File: config.mk
export PLATFORM = sky130hd
export DESIGN_NAME = srlzr_tx_sequencer
export DESIGN_NICKNAME = d
export VERILOG_FILES = /design/src/rtl/srlzr_tx_sequencer.sv
export SDC_FILE = /design/constraint.sdc
export NUM_CORES = 1
export LEC_CHECK = 0
export ABC_CLOCK_PERIOD_IN_PS = 1710
export BUFFER_PORTS_ARGS = -buffer_cell sky130_fd_sc_hd__buf_2
export CAP_MARGIN = 20
export CORE_AREA = 5 5 53 55
export CTS_CLUSTER_DIAMETER = 80
export DETAILED_ROUTE_END_ITERATION = 10
export DIE_AREA = 0 0 58 60
export GPL_ROUTABILITY_DRIVEN = 0
export PLACE_DENSITY = 0.64
export SYNTH_ARGS = -nofsm -noshare
export SYNTH_HDL_FRONTEND = slang
export SYNTH_SLANG_ARGS = --single-unit
File: constraint.sdc
create_clock -name clk -period 1.71 [get_ports clk]
set_input_delay 0 -clock clk [delete_from_list [all_inputs] [get_ports clk]]
set_output_delay 0 -clock clk [all_outputs]
set_load 0.01 [all_outputs]
File: src/rtl/srlzr_tx_sequencer.sv
// Transmit frame sequencer: drives PISO load/shift and wraps the serial bit in start/stop framing.
// Optional even-parity bit after the data bits is compiled in with `define SRLZR_PARITY_EN.
module srlzr_tx_sequencer #(
    parameter int DATA_WIDTH   = 8,
    parameter int CLKS_PER_BIT = 16
) (
    input  logic                  clk,
    input  logic                  rst,
    input  logic                  s_valid,
    input  logic [DATA_WIDTH-1:0] s_data,
    output logic                  s_ready,
    output logic [DATA_WIDTH-1:0] piso_data,
    output logic                  piso_load,
    output logic                  piso_shift,
    input  logic                  piso_bit,
    output logic                  tx_out,
    output logic                  busy,
    output logic                  frame_done
);

    localparam int TW = $clog2(CLKS_PER_BIT);
    localparam int BW = $clog2(DATA_WIDTH);
    localparam logic [TW-1:0] T_LAST = TW'(CLKS_PER_BIT - 1);
    localparam logic [BW-1:0] B_LAST = BW'(DATA_WIDTH - 1);

`ifdef SRLZR_PARITY_EN
    typedef enum logic [2:0] {IDLE, START, DATA, PARITY, STOP} state_t;
`else
    typedef enum logic [1:0] {IDLE, START, DATA, STOP} state_t;
`endif

    state_t          state;
    state_t          next_state;
    logic [TW-1:0]   tcnt;
    logic [BW-1:0]   bcnt;
    logic            bit_end;
    logic            accept;
`ifdef SRLZR_PARITY_EN
    logic            parity;
`endif

    assign bit_end = (tcnt == T_LAST);
    assign accept  = s_valid & s_ready;

    always_ff @(posedge clk) begin
        if (rst) begin
            state <= IDLE;
        end else begin
            state <= next_state;
        end
    end

    // A new accept always restarts the bit timer, which is what makes back-to-back frames seamless.
    always_ff @(posedge clk) begin
        if (rst) begin
            tcnt      <= '0;
            bcnt      <= '0;
            piso_data <= '0;
            piso_load <= 1'b0;
`ifdef SRLZR_PARITY_EN
            parity    <= 1'b0;
`endif
        end else begin
            piso_load <= accept;
            if (accept) begin
                piso_data <= s_data;
                tcnt      <= '0;
                bcnt      <= '0;
`ifdef SRLZR_PARITY_EN
                parity    <= ^s_data;
`endif
            end else if (state != IDLE) begin
                tcnt <= bit_end ? '0 : tcnt + TW'(1);
                if (state == DATA && bit_end) begin
                    bcnt <= (bcnt == B_LAST) ? '0 : bcnt + BW'(1);
                end
            end
        end
    end

    always_comb begin
        next_state = state;
        case (state)
            IDLE:  if (accept) next_state = START;
            START: if (bit_end) next_state = DATA;
            DATA: begin
                if (bit_end && bcnt == B_LAST) begin
`ifdef SRLZR_PARITY_EN
                    next_state = PARITY;
`else
                    next_state = STOP;
`endif
                end
            end
`ifdef SRLZR_PARITY_EN
            PARITY: if (bit_end) next_state = STOP;
`endif
            STOP:  if (bit_end) next_state = accept ? START : IDLE;
            default: next_state = IDLE;
        endcase
    end

    always_comb begin
        s_ready    = ~rst & ((state == IDLE) | ((state == STOP) & bit_end));
        frame_done = ~rst & (state == STOP) & bit_end;
        piso_shift = (state == DATA) & bit_end;
        busy       = (state != IDLE);
        tx_out     = 1'b1;
        case (state)
            START:  tx_out = 1'b0;
            DATA:   tx_out = piso_bit;
`ifdef SRLZR_PARITY_EN
            PARITY: tx_out = parity;
`endif
            default: tx_out = 1'b1;
        endcase
    end

endmodule

Word-level counts from Yosys, hierarchy flattened
Cells that the tools add are included.
- muxes and demuxes: 9
- equal/unequal tests: 9
- reductions and logical operators: 7
- bitwise operators: 8
- $add $sub $neg: 2
- operators by type and width (cell ; number):
    2-to-1 mux 2 bit ; 4
    != test 2 bit, second input constant ; 4
    case mux 2 bit (4 select lines) ; 1
    bitwise AND 1 bit ; 6
    adder 4 x 1 -> 4 bit, second input constant ; 1
    equality test 2 bit, second input constant ; 2
    equality test 4 bit, second input constant ; 1
    2-to-1 mux 4 bit ; 1
    AND reduction 4 bit ; 1
    adder 3 x 1 -> 3 bit, second input constant ; 1
    equality test 3 bit, second input constant ; 1
    2-to-1 mux 3 bit ; 1
    equality test 2 x 1 -> 1 bit, second input constant ; 1
    logical AND 1 bit ; 2
    logical NOT 2 bit ; 1
    case mux 1 bit (2 select lines) ; 1
    AND reduction 2 bit ; 1
    nonzero test 2 bit ; 1
    OR reduction 2 bit ; 1
    2-to-1 mux 1 bit ; 1
    inverter 1 bit ; 1
    OR 1 bit ; 1
- input port bits: 12
- flip-flop bits (word level): 18
- logic and storage cells: 40
- output and inout port bits: 14

Logic depth before layout (Yosys ltp)
- depth in word-level cells: 8
- depth in mapped cells: 8
- depth with buffers taken out: 6

Worst setup path before layout
No wires, ideal clock.
- path type: register to register
- from: register state[1]
- to: register state[0]
- required time: 1.580 ns
- data arrival time: 1.602 ns
- stages on the path, launching flop included: 7
- path slack: -0.022 ns
- cells stage by stage: dfxtp_1 -> inv_1 -> ha_1 -> or2_2 -> a222oi_1 -> nor4b_1 -> a211oi_1
- cells in the longest elaborated chain, start to end: 8
- elaborated cells on any way between the ends: 16
- classes of those cells: 7 x eq/ne; 3 x mux; 4 x bitwise; 2 x reduce/logical
- ends and longest elaborated chain (item ; RTL line ; text):
    from (decl) ; 32 ; state_t state;
    from (signal assigned) ; 49 ; state <= next_state;
    equality test 2 bit ; 83, 104 ;
    bitwise AND 1 bit ; 104 ; s_ready = ~rst & ((state == IDLE) | ((state == STOP) & bit_end));
    OR 1 bit ; 104 ;
    bitwise AND 1 bit ; 104 ;
    bitwise AND 1 bit ; 43 ; assign accept = s_valid & s_ready;
    2-to-1 mux 1 bit ; 98 ; STOP: if (bit_end) next_state = accept ? START : IDLE;
    2-to-1 mux 2 bit ; 98 ;
    case mux 2 bit (4 select lines) ; 83 ; case (state)
Several ways; a longest one is shown, not always the timed one. The select of a mux whose other input is x is not followed.
A chain may end at the register's enable or synchronous reset.

Final worst setup path
Same ends and word-level chain as after synthesis.

==> run_results.csv <==
group,metric,value,unit
sta,slew-limit-headroom,0.730,
synth,synthXorXnorAreaFrac,0.0298,
power,internal-power,0.959,mW
worst_setup_path,reg2reg_setup_slack,0.05,ns
floorplan,die_w,58,um
clock_network,cts_sinks,18,
grt,grt_pass1_vias,838,
sta,rsz0062_at_grt,"true",
clock_network,clk_pin_slew_worst_paths,0.09,ns
synth,synth.most_common_cell,"dfxtp_1",
synth,synthTopCellsByArea,"dfxtp_1, ha_1, nand2b_1, mux2i_1, o21ai_0",
synth,synth-compound-area-share,0.114,
floorplan,start_util,0.376,
worst_setup_path,worst-endpoint-required,1.88,ns
sta,fin_skew,0.00391,ns
sta,fin_setup_tns,0,ns
placement,dp_cells,157,
hold_path,hp-class,"input port to flop",
synth,asyncSetResetFlopFracSynth,0,
flow_run,drv_cap,0,
finish,final_cells,171,
grt,antenna_found_initial,0,
power,p_comb_frac,0.452,
route,vias_per_cell,4.80,
floorplan,io_pins,26,
synth,synthMuxAreaShare,0.0568,
synth,yosys.area.top_type_share,0.409,
sta,hold_violations,0,
power,power_density,1130,mW/mm^2
grt,grt_usage,0.121,
finish,area_growth_syn_to_layout,47.3,%
grt,gr-total-overflow,0,
route,via_count,820,
synth,yosysWarnings,0,
clock_network,cts-buffers-inserted,3,
sta,min_period,1.66,ns
floorplan,row_count,18,
synth,ys_top_cells_by_count,"dfxtp_1, nor2_1, nand2_1, nand2b_1, o21ai_0",
finish,fin_nets,162,
worst_setup_path,crit_family,"simple AND/OR/NAND/NOR gates",
power,clock_power_share,0.171,
worst_setup_path,crit_type,"flop to flop",
run_status,status,"complete, no violations",
worst_setup_path,end_kind,"flop",
grt,grt_max_degree,18,
placement,dp_hpwl,1380,um
synth,ys_seq_area_frac,0.409,
power,fin_total_pwr,1.47,mW
clock_network,cts.path.max_buffers,2,
worst_setup_path,cp_max_fo,3,
placement,post-place-ws,-0.205,ns
worst_setup_path,crit_path_start_kind,"flop",
worst_setup_path,arrival,1.83,ns
worst_setup_path,cpPeakStageDelay,0.39,ns
finish,drive_gt1_frac,0.376,
synth,yosysTopAreaCell,"dfxtp_1",
synth,synthFlopType,"dfxtp_1",
finish,diodes,0,
synth,synth_area_per_cell,8.81,sq um
synth,synth_cell_types,28,
route,route.detailed.drc,0,
route,ant_nets,0,
sta,max_freq,604,MHz
worst_setup_path,path_cells,"inv_4, ha_4, or2_4, a222oi_1, buf_4, nor4b_4, a211oi_2",
sta,tightest_slew,0.402,ns
synth,synthSimpleGateAreaFrac,0.236,
sta,finalMaxSlewViolations,0,
power,ir_worst_vdd,0.851,mV
route,drtPass1Iterations,4,
worst_setup_path,crit_slowest_cell,"dfxtp_4",
grt,grt_pass1_wl,3240,um
synth,synth-adder-area-share,0.114,
power,seq_power_share,0.377,
synth,synth_fp_nets,120,
floorplan,die_area,0.00348,sq mm
sta,whs,0.0226,ns
synth,synth_seq_cells,18,
clock_network,htreeDepth,1,
route,wire_per_inst,11.2,um
clock_network,cts-root-buf,"clkbuf_4",
floorplan,die_h,60,um
clock_network,cts_tree,"yes",
power,leakage,0.557,nW
sta,worst_slack,0.0548,ns
sta,period_share,0.968,
synth,synth_area,881,sq um
synth,syn_inst,100,
placement,io_buffers,25,
synth,synth_edf_count,0,
sta,setup_viol,0,
power,switching_power,0.513,mW
route,wirelength,1910,um
synth,synth_top_family_by_area,"simple AND/OR/NAND/NOR gates",
worst_setup_path,cp_num_buf_inv,2,
floorplan,core-area,0.00234,sq mm
clock_network,clk_latency,0.28,ns
power,switching_share,0.349,
route,drtIter0Drc,8,
-- state kept, by name, summed over array words and instances (netlist names) --
name	count
piso_data	8
piso_load	1
tcnt	4
bcnt	3
state	2
-- cells in the final DEF (no fill, tap or decap) --
cell / instances
a211o_1: 1
a211oi_2: 1
a222oi_1: 1
a41oi_1: 1
and2_1: 1
and3_1: 1
and3_2: 1
buf_2: 25
buf_4: 8
clkbuf_4: 3
clkbuf_8: 1
dfxtp_1: 14
dfxtp_2: 2
dfxtp_4: 2
dlygate4sd3_1: 8
ha_1: 3
ha_2: 1
ha_4: 4
inv_1: 4
inv_4: 1
mux2i_1: 5
nand2_1: 10
nand2b_1: 9
nand3_2: 1
nand4_1: 2
nor2_1: 11
nor2_4: 1
nor2b_1: 1
nor3_1: 1
nor4b_4: 1
o21ai_0: 9
o21ai_1: 1
o21bai_1: 1
o31ai_1: 1
or2_4: 1
xnor2_1: 1
xor2_1: 2
-- repair_timing --
action                                  CTS  global route
endpoints found under the setup margin   10            11
buffers inserted                          2             0
cloned                                    0             0
pin swaps                                 1             2
hold endpoints to repair                  8             0
hold buffers                              8             0
resized for setup                         1            20
-- logic make-up after synthesis --
family | after synthesis
and+or+nand+nor | 41
muxes | 5
buffers and inverters | 9
xor gates and xnor gates | 3
AOI/OAI and AO/OA | 16
adders and majority gates | 8
DFF | 18
-- final timing paths --
check                from           end  cells after the start
max              state[1]      state[0]                      7
min                   rst      state[0]                      2
max reg2reg      state[1]      state[0]                      7
min reg2reg  piso_data[4]  piso_data[4]                      2
-- power by group through the flow --
stage | logic [mW] | clock network, mW | registers [mW]
4_1_cts | 0.609 | 0.269 | 0.533
6_report | 0.665 | 0.252 | 0.554
2_1_floorplan | 0.305 | 0 | 0.563
3_5_place_dp | 0.552 | 0 | 0.546
5_1_grt | 0.739 | 0.290 | 0.567
3_3_place_gp | 0.539 | 0 | 0.541
-- routing by layer --
metal | share of wire | wire length (um) | GRT usage
met1 | 0.42 | 802 | 0.129
met2 | 0.50 | 953 | 0.223
met3 | 0.074 | 141 | 0.0324
met4 | 0.0063 | 12 | 0.0497
met5 | 0 | 0 | 0
-- stage by stage --
step / utilization / cell area, sq um
final: 0.554 / 1300
after global routing: 0.554 / 1300
after CTS: 0.518 / 1210
after detailed placement: 0.460 / 1080
after global placement: 0.460 / 1080
after floorplan: - / 888
-- area by class of cell --
class	instances	area [sq um]
well taps	30	37.5
multi-input cells	73	567
fillers	220	1040
inverters	5	21.3
repair buffers	41	265
clock buffers	4	36.3
flip-flops and latches	18	370
Note: power is estimated with default switching activity, not from simulation.
